==> src/rtl/render_pkg.sv <==
// render_pkg: shared types for the render pipeline scan blocks.
//   vertex_t      screen-space vertex {x, y} at the default coordinate width
//   err_t         signed Bresenham error term, two bits wider than a coordinate
//   span_state_e  state encoding of the triangle span sequencer
package render_pkg;

    localparam int unsigned CORDW_DEF = 10;

    typedef struct packed {
        logic [CORDW_DEF-1:0] x;
        logic [CORDW_DEF-1:0] y;
    } vertex_t;

    typedef logic signed [CORDW_DEF+1:0] err_t;

    typedef enum logic [3:0] {
        ST_IDLE,
        ST_SORT0,
        ST_SORT1,
        ST_SORT2,
        ST_INIT,
        ST_WALK_L,
        ST_WALK_S,
        ST_EMIT,
        ST_WAIT,
        ST_STEP,
        ST_FIN
    } span_state_e;

endpackage

==> src/rtl/iter_tri_span_edge.sv <==
// iter_edge: integer Bresenham walker for one triangle edge, y non-decreasing.
// Ports:
//   clk, rst            clock, asynchronous active-high reset
//   load                capture endpoints (xs,ys)->(xe,ye); needs ye >= ys
//   xs, ys, xe, ye      edge endpoints
//   step                advance one pixel (ignored while load is high)
//   x, y                current pixel (registered)
//   next_y_changes      the next step moves to the following row
//   last                current pixel is the end point
module iter_edge
    import render_pkg::*;
#(
    parameter int unsigned CORDW = CORDW_DEF
) (
    input  logic             clk,
    input  logic             rst,
    input  logic             load,
    input  logic [CORDW-1:0] xs,
    input  logic [CORDW-1:0] ys,
    input  logic [CORDW-1:0] xe,
    input  logic [CORDW-1:0] ye,
    input  logic             step,
    output logic [CORDW-1:0] x,
    output logic [CORDW-1:0] y,
    output logic             next_y_changes,
    output logic             last
);

    localparam int unsigned EW = CORDW + 2;

    logic signed [EW-1:0] dx;
    logic signed [EW-1:0] dy;
    logic signed [EW-1:0] err;
    logic [CORDW-1:0]     xe_r;
    logic [CORDW-1:0]     ye_r;
    logic                 sx_neg;

    logic [CORDW-1:0]     adx_c;
    logic [CORDW-1:0]     ady_c;
    logic signed [EW-1:0] dx_ld_c;
    logic signed [EW-1:0] dy_ld_c;
    logic signed [EW-1:0] e2_c;
    logic signed [EW-1:0] err_nxt_c;
    logic                 move_x_c;
    logic                 move_y_c;

    // Setup terms and the next error value; 2*err always fits in EW bits.
    always_comb begin
        adx_c     = (xe >= xs) ? (xe - xs) : (xs - xe);
        ady_c     = ye - ys;
        dx_ld_c   = $signed({2'b00, adx_c});
        dy_ld_c   = -$signed({2'b00, ady_c});
        e2_c      = err <<< 1;
        move_x_c  = (e2_c >= dy);
        move_y_c  = (e2_c <= dx);
        err_nxt_c = err;
        if (move_x_c) begin
            err_nxt_c = err_nxt_c + dy;
        end
        if (move_y_c) begin
            err_nxt_c = err_nxt_c + dx;
        end
    end

    assign next_y_changes = move_y_c;
    assign last           = (x == xe_r) && (y == ye_r);

    // Walker state.
    always_ff @(posedge clk or posedge rst) begin
        if (rst) begin
            x      <= '0;
            y      <= '0;
            xe_r   <= '0;
            ye_r   <= '0;
            sx_neg <= 1'b0;
            dx     <= '0;
            dy     <= '0;
            err    <= '0;
        end else if (load) begin
            x      <= xs;
            y      <= ys;
            xe_r   <= xe;
            ye_r   <= ye;
            sx_neg <= (xe < xs);
            dx     <= dx_ld_c;
            dy     <= dy_ld_c;
            err    <= dx_ld_c + dy_ld_c;
        end else if (step) begin
            if (move_x_c) begin
                x <= sx_neg ? (x - CORDW'(1)) : (x + CORDW'(1));
            end
            if (move_y_c) begin
                y <= y + CORDW'(1);
            end
            err <= err_nxt_c;
        end
    end

endmodule

==> src/rtl/iter_tri_span.sv <==
// iter_tri_span: filled-triangle scanline generator. Sorts three vertices by y,
// walks the long edge (A->C) and the short edges (A->B, B->C) row by row and
// emits one inclusive span per row, top to bottom.
// Ports:
//   clk, rst                    clock, asynchronous active-high reset
//   start                       begin a triangle (accepted only when idle)
//   x0,y0,x1,y1,x2,y2           vertices, any order
//   span_done                   downstream finished the current span
//   sx0, sx1, sy                span left x, right x, row (registered)
//   span_start                  one-cycle pulse, span outputs valid
//   busy                        triangle in progress
//   done                        one-cycle pulse after the last span completes
module iter_tri_span
    import render_pkg::*;
#(
    parameter int unsigned CORDW = CORDW_DEF
) (
    input  logic             clk,
    input  logic             rst,
    input  logic             start,
    input  logic [CORDW-1:0] x0,
    input  logic [CORDW-1:0] y0,
    input  logic [CORDW-1:0] x1,
    input  logic [CORDW-1:0] y1,
    input  logic [CORDW-1:0] x2,
    input  logic [CORDW-1:0] y2,
    input  logic             span_done,
    output logic [CORDW-1:0] sx0,
    output logic [CORDW-1:0] sx1,
    output logic [CORDW-1:0] sy,
    output logic             span_start,
    output logic             busy,
    output logic             done
);

    typedef struct packed {
        logic [CORDW-1:0] x;
        logic [CORDW-1:0] y;
    } vtx_t;

    span_state_e      state;
    vtx_t             va;
    vtx_t             vb;
    vtx_t             vc;
    logic             seg_bc;
    logic [CORDW-1:0] rmin;
    logic [CORDW-1:0] rmax;

    logic [CORDW-1:0] l_x;
    logic [CORDW-1:0] l_y;
    logic             l_nyc;
    logic             l_last;
    logic [CORDW-1:0] s_x;
    logic [CORDW-1:0] s_y;
    logic             s_nyc;
    logic             s_last;

    logic             load_l_c;
    logic             step_l_c;
    logic             load_s_c;
    logic             step_s_c;
    logic [CORDW-1:0] s_xs_c;
    logic [CORDW-1:0] s_ys_c;
    logic [CORDW-1:0] s_xe_c;
    logic [CORDW-1:0] s_ye_c;
    logic [CORDW-1:0] walk_x_c;
    logic [CORDW-1:0] min_c;
    logic [CORDW-1:0] max_c;

    // Edge control: an edge keeps stepping inside a row until its next step
    // would leave the row or it reaches its end; S reloads as B->C at B.
    always_comb begin
        load_l_c = (state == ST_INIT);
        step_l_c = (state == ST_STEP) ||
                   ((state == ST_WALK_L) && !l_last && !l_nyc);
        load_s_c = (state == ST_INIT) ||
                   ((state == ST_WALK_S) && s_last && !seg_bc);
        step_s_c = (state == ST_STEP) ||
                   ((state == ST_WALK_S) && !s_last && !s_nyc);
        if (state == ST_INIT) begin
            s_xs_c = va.x;
            s_ys_c = va.y;
            s_xe_c = vb.x;
            s_ye_c = vb.y;
        end else begin
            s_xs_c = vb.x;
            s_ys_c = vb.y;
            s_xe_c = vc.x;
            s_ye_c = vc.y;
        end
        walk_x_c = (state == ST_WALK_L) ? l_x : s_x;
        min_c    = (walk_x_c < rmin) ? walk_x_c : rmin;
        max_c    = (walk_x_c > rmax) ? walk_x_c : rmax;
    end

    iter_edge #(.CORDW(CORDW)) u_edge_l (
        .clk            (clk),
        .rst            (rst),
        .load           (load_l_c),
        .xs             (va.x),
        .ys             (va.y),
        .xe             (vc.x),
        .ye             (vc.y),
        .step           (step_l_c),
        .x              (l_x),
        .y              (l_y),
        .next_y_changes (l_nyc),
        .last           (l_last)
    );

    iter_edge #(.CORDW(CORDW)) u_edge_s (
        .clk            (clk),
        .rst            (rst),
        .load           (load_s_c),
        .xs             (s_xs_c),
        .ys             (s_ys_c),
        .xe             (s_xe_c),
        .ye             (s_ye_c),
        .step           (step_s_c),
        .x              (s_x),
        .y              (s_y),
        .next_y_changes (s_nyc),
        .last           (s_last)
    );

    // Span sequencer with registered outputs.
    always_ff @(posedge clk or posedge rst) begin
        if (rst) begin
            state      <= ST_IDLE;
            va         <= '0;
            vb         <= '0;
            vc         <= '0;
            seg_bc     <= 1'b0;
            rmin       <= '1;
            rmax       <= '0;
            sx0        <= '0;
            sx1        <= '0;
            sy         <= '0;
            span_start <= 1'b0;
            busy       <= 1'b0;
            done       <= 1'b0;
        end else begin
            span_start <= 1'b0;
            done       <= 1'b0;
            case (state)
                ST_IDLE: begin
                    if (start) begin
                        va    <= '{x: x0, y: y0};
                        vb    <= '{x: x1, y: y1};
                        vc    <= '{x: x2, y: y2};
                        busy  <= 1'b1;
                        state <= ST_SORT0;
                    end
                end
                // Strict compares keep tied vertices in input order.
                ST_SORT0: begin
                    if (vb.y < va.y) begin
                        va <= vb;
                        vb <= va;
                    end
                    state <= ST_SORT1;
                end
                ST_SORT1: begin
                    if (vc.y < vb.y) begin
                        vb <= vc;
                        vc <= vb;
                    end
                    state <= ST_SORT2;
                end
                ST_SORT2: begin
                    if (vb.y < va.y) begin
                        va <= vb;
                        vb <= va;
                    end
                    state <= ST_INIT;
                end
                ST_INIT: begin
                    seg_bc <= 1'b0;
                    rmin   <= '1;
                    rmax   <= '0;
                    state  <= ST_WALK_L;
                end
                ST_WALK_L: begin
                    rmin <= min_c;
                    rmax <= max_c;
                    if (l_last || l_nyc) begin
                        state <= ST_WALK_S;
                    end
                end
                // At B the walker reloads and the row keeps merging.
                ST_WALK_S: begin
                    rmin <= min_c;
                    rmax <= max_c;
                    if (s_last && !seg_bc) begin
                        seg_bc <= 1'b1;
                    end else if (s_last || s_nyc) begin
                        state <= ST_EMIT;
                    end
                end
                ST_EMIT: begin
                    sx0        <= rmin;
                    sx1        <= rmax;
                    sy         <= l_y;
                    span_start <= 1'b1;
                    state      <= ST_WAIT;
                end
                // Only the final row has the short edge sitting on C's row.
                ST_WAIT: begin
                    if (span_done) begin
                        state <= (s_y == vc.y) ? ST_FIN : ST_STEP;
                    end
                end
                ST_STEP: begin
                    rmin  <= '1;
                    rmax  <= '0;
                    state <= ST_WALK_L;
                end
                ST_FIN: begin
                    done  <= 1'b1;
                    busy  <= 1'b0;
                    state <= ST_IDLE;
                end
                default: begin
                    state <= ST_IDLE;
                end
            endcase
        end
    end

endmodule

==> config.mk <==
export PLATFORM = sky130hd
export DESIGN_NAME = iter_tri_span
export DESIGN_NICKNAME = d
export VERILOG_FILES = /design/src/rtl/render_pkg.sv /design/src/rtl/iter_tri_span_edge.sv /design/src/rtl/iter_tri_span.sv
export SDC_FILE = /design/constraint.sdc
export NUM_CORES = 1
export LEC_CHECK = 0
export BUFFER_PORTS_ARGS = -buffer_cell sky130_fd_sc_hd__buf_4
export CORE_ASPECT_RATIO = 0.9
export CORE_MARGIN = 2
export CORE_UTILIZATION = 63
export DETAILED_ROUTE_END_ITERATION = 8
export PLACE_DENSITY = 0.85
export SYNTH_ARGS = -nofsm -noshare
export SYNTH_HDL_FRONTEND = slang
export SYNTH_SLANG_ARGS = --single-unit
==> constraint.sdc <==
create_clock -name clk -period 10.2 [get_ports clk]
set_clock_uncertainty 0.1 [all_clocks]
set_input_delay 1.02 -clock clk [delete_from_list [all_inputs] [get_ports clk]]
set_output_delay 1.02 -clock clk [all_outputs]
set_load 0.05 [all_outputs]
==> results of run 1 <==
[logic make-up after synthesis]
| kind of cell | share of synthesized area |
|---|---|
| and+or+nand+nor | 0.136 |
| DFF | 0.323 |
| adders and majority gates | 0.141 |
| muxes | 0.0936 |
| buffers and inverters | 0.0576 |
| AOI/OAI and AO/OA | 0.187 |
| xor gates and xnor gates | 0.0627 |
[registers in the layout (all words and copies together), names as in the netlist, 11 cells and up]
register	cells
u_edge_l.dy	12
u_edge_s.err	11
vc	20
u_edge_s.dy	12
vb	20
va	20
u_edge_l.err	11
[cell usage after synthesis, types with 33 or more instances]
cell      count  share of area
clkbuf_1     84          0.015
a21oi_1     186          0.045
ha_1        210           0.13
dfrtp_1     256           0.31
o21ai_0     165          0.040
inv_1       214          0.039
nor2b_1      33          0.010
mux2_2       58          0.032
nor3_1       55          0.013
nor2_1      161          0.029
a21o_1       46          0.017
mux2i_1     128          0.062
xor2_1       56          0.024
xnor2_1      92          0.039
nand3_1      36         0.0087
nand2_1     219          0.040
[per-stage QoR]
step                      hold WS (ns)  utilization
after CTS                        0.385        0.710
after detailed placement         0.369        0.677
final                            0.375        0.710
after global placement           0.363        0.677
after floorplan                  0.350            -
after global routing             0.407        0.710
[worst max-delay path, delay by kind of cell (launching register included)]
kind	cells	cell delay [ns]
AO/OA/AOI/OAI	12	2.49
AND/OR/NAND/NOR	7	2.26
flip-flops	1	1.07
adder cells (fa/ha/maj)	2	0.81
multiplexers	1	0.41
buffers and inverters	2	0.19
[routing by layer]
metal | part of all wire | GRT usage | vias to the layer above | wire [um]
met1 | 0.41 | 0.496 | 8824 | 25400
met2 | 0.43 | 0.560 | 1115 | 26800
met4 | 0.048 | 0.145 | 2 | 2950
met3 | 0.11 | 0.0735 | 205 | 6850
li1 | - | - | 8426 | -
met5 | 0.00024 | 0 | - | 15
[layout make-up]
type	instances	area, um^2	share of cell area
flip-flops and latches	266	6670	0.293
multi-input cells	1776	12900	0.564
well taps	416	520	0.0228
clock buffers	43	901	0.0395
repair buffers	119	893	0.0392
inverters	214	811	0.0356
clock inverters	13	150	0.00659
[worst paths after layout]
check	end	cells after the start	startpoint	slack (ns)
setup / recovery	u_edge_s.err[10]$_DFFE_PP0P_	24	state[1]$_DFFE_PP0P_	2.78
hold / removal	sx0[9]$_DFFE_PP0P_	2	sx0[9]$_DFFE_PP0P_	0.38
setup reg to reg	u_edge_s.err[10]$_DFFE_PP0P_	24	state[1]$_DFFE_PP0P_	2.78
hold reg to reg	sx0[9]$_DFFE_PP0P_	2	sx0[9]$_DFFE_PP0P_	0.38
max in group asynchronous	u_edge_s.dx[5]$_DFFE_PP0N_	3	rst	7.86
min in group asynchronous	u_edge_l.dy[7]$_DFFE_PP0N_	2	rst	0.55
==> impl_summary.txt, run 1 <==
----------------------------------------------------
[Clock tree]
  Worst-skew pair later-pin latency ... 0.58 ns
  TritonCTS buffer count ... 31
  Post-CTS setup buffer count ... 0
  CTS tree ... done
  CTS clock-pin slew for the worst setup and hold paths ... about 0.060 ns
  Hold buffer count at CTS ... 0
  Clock net sink count ... between 200 and 300
  Maximum clock path buffer count ... 3
  CTS Root Buffer Type ... clkbuf_16
  Post-cts repair resize count ... 0
  H-tree levels ... 1

[Synthesis]
  Main synth FF type ... dfrtp_1
  Gate Count Post-Synth ... 2356
  Mean Syn Cell Area ... between 8 and 9 um^2
  Post-synthesis sequential element count ... approximately 270
  Post-Syn Nets ... 2644
  Unique cell type count in the Yosys netlist ... 78
  Sequential-to-total area share from yosys stat ... 0.323
  Number of flops mapped to enable cells by yosys ... 0
  Fraction of registers with async set or reset after synthesis ... 1.00
  Number of warning messages in the yosys log ... 0
  Area of the mapped netlist ... around 0.021 mm^2

[Timing]
  Final hold viol count ... 0
  Period utilization ... 0.727
  Transition time of the tightest slew-check pin ... 1.41 ns
  Fin crit period ... approximately 7.4 ns
  Setup repair after global routing missed its margin ... no
  Max_slew headroom ... 0.0574
  Highest achievable clock rate ... between 0.1 and 0.15 GHz
  Number of pins exceeding their max-slew limit in the final report ... 0
  Final worst slack ... 2.78 ns
  Finish-stage setup viols ... 0
  Post-route setup TNS ... 0 ns

[Floorplan]
  Area of the core region ... ~0.032 mm^2
  Die width ... around 200 um
  Top-Level Pins ... a little under 100
  # rows ... 62
  Initial core utilization ... 0.643
  Overall die height ... between 150 and 200 um
  Die Outline Area ... between 0.03 and 0.04 mm^2

[Worst setup path]
  Worst endpoint data arrival time ... around 7.8 ns
  Maximum net fanout on the critical path ... 65
  Endpoint class of the critical path ... flop
  Worst EP required ... about 11 ns
  Critical path launch point type ... flop
  Critical path class ... reg2reg
  Critical Path, Cell by Cell ... or4b_4 > nor2_1 > a21oi_1 > inv_1 > ha_1 > nor2b_1 > o21ai_0 > a21oi_1 > o31ai_1 > a21oi_1 > nor2_1 > mux2i_1 > inv_1 > fa_1 > nor2b_1 > o21ai_0 > a21boi_0 > o21ai_0 > a21boi_0 > o21ai_0 > nand2b_1 > a31oi_1 > or3_1 > a31oi_1
  Crit path largest cell delay ... 1.07 ns
  Slowest cell on the critical path ... dfrtp_2
  Cell occurring most often along the worst timing path ... o21ai_0

[Layout]
  Top library cells by usage in the layout, fill and taps aside ... dfrtp_1 (255), nand2_1 (218), inv_1 (213), ha_1 (210), a21oi_1 (186)
  Nets@finish ... between 2000 and 3000
  Count of fill cells added during filler insertion ... between 2000 and 2500
  Non-filler cells in the finished layout ... approximately 2800
  Most common cell after layout, fill and taps aside ... dfrtp_1
  Number of diodes ... 0
  Relative area change from synthesis to final layout ... 10.3%
  Final instance area ... about 0.023 mm^2
  Layout cells sized above 1 ... 0.107

[Routing]
  Aggregate routed wire length ... a little over 60000 um
  Post-DR wirelength/cell ... between 20 and 25 um
  Initial DRC Count ... roughly 2200
  DR DRC count ... 0
  DRT Pass-1 Iters ... 8
  Detail Route Antenna Nets ... 0
  Vias per std cell ... 6.52
  Vias after detailed routing ... about 19000

[Global routing]
  Global-route total usage across every layer ... 0.361
  Global-route wire length before repair ... slightly below 100000 um
  Number of antenna violations at the first check in global routing ... 1
  GRT Residual Overflow ... 0
  Maximum number of pins on one net before global-route repair ... around 140
  Vias in the first global route ... between 15000 and 20000

[Place]
  Number of placed instances, taps included ... 2791
  Dpl hpwl ... approximately 46000 um
  Post-placement worst setup slack ... approximately 2.9 ns
  IO Port Bufs ... between 90 and 100
  GP Congestion ... around 0.98
  Area after DPL ... 0.0217 mm^2

[Outcome]
  Outcome ... complete, no violations

[Flow run]
  Number of maximum-capacitance constraint violations ... 0

[Min path]
  Type of the most critical hold path ... reg2reg

----------------------------------------------------
Power of run 1 is not shown: default switching activity piles up to over one toggle a cycle in this logic, so the estimate is an artifact.
==> run 2: changes to the inputs <==
- ABC_AREA: unset -> 1
- CORE_UTILIZATION: 63 -> 64
- PLACE_DENSITY: 0.85 -> 0.86
- clock period: 10.2 -> 7.2 ns (I/O delays scaled with it)
==> run 2 against run 1 <==
  * Global-route usage rose by 3.4 points
  * Sequential share of layout area decreased by 0.77 points
  * First-iteration DRC count decreased by 1.0%
  * Synthesized area up 3.8%
  * Critical endpoint unchanged
==> impl_summary.txt, run 2 <==
----------------------------------------------------
[Layout]
  Count of fill cells added during filler insertion ... ~2700
  Layout cells sized above 1 ... 0.0846
  Final instance area ... about 0.023 mm^2
  Nets@finish ... approximately 3300
  Final Core Density ... 0.711
  Top library cells by usage in the layout, fill and taps aside ... nand2_1 (722), inv_1 (411), o21ai_0 (366), dfrtp_1 (256), ha_1 (210)
  Top flop regs ... va: 20 flops, vb: 20 flops, vc: 20 flops
  Relative area change from synthesis to final layout ... 9.17%
  Most common cell after layout, fill and taps aside ... nand2_1

[Global routing]
  Vias in the first global route ... 20273
  Global-route total usage across every layer ... 0.394
  Maximum number of pins on one net before global-route repair ... ~170
  Global-route wire length before repair ... around 110000 um
  GRT Residual Overflow ... 0
  Number of antenna violations at the first check in global routing ... 1

[Floorplan]
  # rows ... 63
  Overall die height ... 178 um
  Top-Level Pins ... 97
  Die width ... 197 um
  Initial core utilization ... 0.651
  Area of the core region ... approximately 0.033 mm^2
  Die Outline Area ... ~0.035 mm^2

[Pwr]
  Total power after layout ... about 3200 uW
  Net load switching power ... ~720 uW
  Sequential Power Share ... 0.465
  Highest ir drop seen on vdd ... roughly 0.00016 V
  Share of total power in the clock network ... 0.513
  Cell area power density ... between 100 and 150 mW/mm^2
  Part of the power in combinational logic ... 0.022
  Reported leakage power ... 0.0118 uW
  Internal power component ... roughly 2500 uW
  Fraction of power spent switching nets ... 0.223

[Worst setup path]
  Slowest cell on the critical path ... fa_1
  Worst EP required ... ~7.6 ns
  Critical path class ... reg2reg
  Worst endpoint data arrival time ... between 6 and 7 ns
  Maximum net fanout on the critical path ... 51
  Cell occurring most often along the worst timing path ... nand2_1
  Endpoint class of the critical path ... flop
  Critical path launch point type ... flop
  Crit path largest cell delay ... around 0.48 ns

[Timing]
  Post-route setup TNS ... 0 ns
  Transition time of the tightest slew-check pin ... 1.10 ns
  Setup repair after global routing missed its margin ... no
  Worst hold margin ... approximately 0.021 ns
  Period utilization ... 0.895
  Fin crit period ... 6.44 ns
  Highest achievable clock rate ... roughly 0.16 GHz
  Max_slew headroom ... 0.264
  Number of pins exceeding their max-slew limit in the final report ... 0
  Finish-stage setup viols ... 0
  Final hold viol count ... 0

[Synthesis]
  Most frequently used cell type in the post-synthesis netlist ... nand2_1
  Main synth FF type ... dfrtp_1
  Unique cell type count in the Yosys netlist ... between 50 and 60
  Number of flops mapped to enable cells by yosys ... 0
  Post-Syn Nets ... between 3000 and 4000
  Area of the mapped netlist ... roughly 0.021 mm^2
  Post-synthesis sequential element count ... between 200 and 300
  Gate Count Post-Synth ... ~3000
  Top cell types by occurrence after synthesis ... nand2_1 (722), inv_1 (413), o21ai_0 (368)
  Number of warning messages in the yosys log ... 0
  Mean Syn Cell Area ... between 7 and 8 um^2
  Fraction of registers with async set or reset after synthesis ... 1.00
  Sequential-to-total area share from yosys stat ... 0.311
  Area fraction of the dominant cell type after synthesis ... 0.299
  Largest cells by area after synthesis ... dfrtp_1 (30%), nand2_1 (13%), ha_1 (12%)
  Library cell occupying the most area in the post-synthesis netlist ... dfrtp_1

[Clock tree]
  Post-CTS setup buffer count ... 0
  CTS clock-pin slew for the worst setup and hold paths ... approximately 0.07 ns
  Worst-skew pair later-pin latency ... ~0.6 ns
  Clock net sink count ... between 200 and 300
  CTS tree ... done
  H-tree levels ... 1
  Post-cts repair resize count ... 0
  Maximum clock path buffer count ... 3
  CTS Root Buffer Type ... clkbuf_16
  Hold buffer count at CTS ... 0
  TritonCTS buffer count ... 30

[Place]
  GP Congestion ... ~1.0
  Area after DPL ... 0.0224 mm^2
  IO Port Bufs ... 96
  Dpl hpwl ... ~52000 um

[Routing]
  Aggregate routed wire length ... around 69000 um
  Post-DR wirelength/cell ... a little under 20 um
  Detail Route Antenna Nets ... 0
  Initial DRC Count ... 2165
  DRT Pass-1 Iters ... 7
  Vias per std cell ... 6.06
  DR DRC count ... 0
  Vias after detailed routing ... 20988

[Min path]
  Type of the most critical hold path ... in2async

[Outcome]
  Outcome ... complete, no violations

[Flow run]
  Number of maximum-capacitance constraint violations ... 0

----------------------------------------------------
run 2: changes by cell type after synthesis, sizes merged, moves of 52 or more:
cell   previous run  this run
o21ai           166       388
nand2           219       756
nand3            36       106
xnor2            92        40
mux2i           128         1
mux2             58         0
inv             214       421
run 2: area by class of cell:
cell class	instances	area [um^2]	share of cell area
tap	422	528	0.0225
timing repair buffer	109	831	0.0355
antenna	1	2.50	0.000107
sequential	266	6670	0.285
multi-input combinational	2185	12800	0.545
clock buffer	42	827	0.0353
clock inverter	14	199	0.00850
inverter	423	1590	0.0680
run 2: final timing paths:
path | from | end | slack, ns | depth (start not counted)
max | state[0]$_DFFE_PP0P_ | u_edge_s.err[10]$_DFFE_PP0P_ | 0.76 | 32
min | rst | sx1[5]$_DFFE_PP0P_ | 0.02 | 2
max reg2reg | state[0]$_DFFE_PP0P_ | u_edge_s.err[10]$_DFFE_PP0P_ | 0.76 | 32
min reg2reg | sx1[7]$_DFFE_PP0P_ | sx1[7]$_DFFE_PP0P_ | 0.39 | 2
max in group asynchronous | rst | va[16]$_DFFE_PP0P_ | 5.63 | 3
min in group clk | y2[9] | vc[9]$_DFFE_PP0P_ | 0.31 | 3
run 2: worst max-delay path: cells and delay by family, from the launching register on:
family          cells  cell delay [ns]
buf+inv             5             0.90
simple gates       15             2.34
fa+ha+maj           3             1.21
compound gates      9             1.38
flops               1             0.43
run 2: routing by layer:
| layer | GRT usage | vias up | wire (um) |
|---|---|---|---|
| li1 | - | 9943 | - |
| met1 | 0.547 | 9908 | 29900 |
| met2 | 0.625 | 965 | 30500 |
| met3 | 0.0566 | 172 | 5460 |
| met4 | 0.154 | 0 | 2820 |
| met5 | 0 | - | 0 |
run 2: metrics by stage:
step                setup WS [ns]  std cells
finish                      0.759       3462
global route                0.249       3461
CTS                         0.904       3461
detailed placement          0.963       3405
global placement             1.09       3405
floorplan                    2.36       2974
run 2: logic make-up after synthesis:
| logic type | count (synthesis) | synth area share |
|---|---|---|
| adders and majority gates | 224 | 0.136 |
| xor gates and xnor gates | 104 | 0.0425 |
| DFF | 266 | 0.311 |
| muxes | 1 | 0.000467 |
| buffers and inverters | 523 | 0.0946 |
| and+or+nand+nor | 1132 | 0.225 |
| AOI/OAI and AO/OA | 724 | 0.191 |
run 2: power groups by stage:
stage	clock network, uW	registers, uW	logic (uW)
after detailed placement	0	1520	71.9
after global placement	0	1520	71.1
final	1650	1490	71.1
after global routing	1700	1490	78.5
after CTS	1650	1500	72.1
after floorplan	0	1520	27.8
Note: power is estimated with default switching activity, not from simulation.
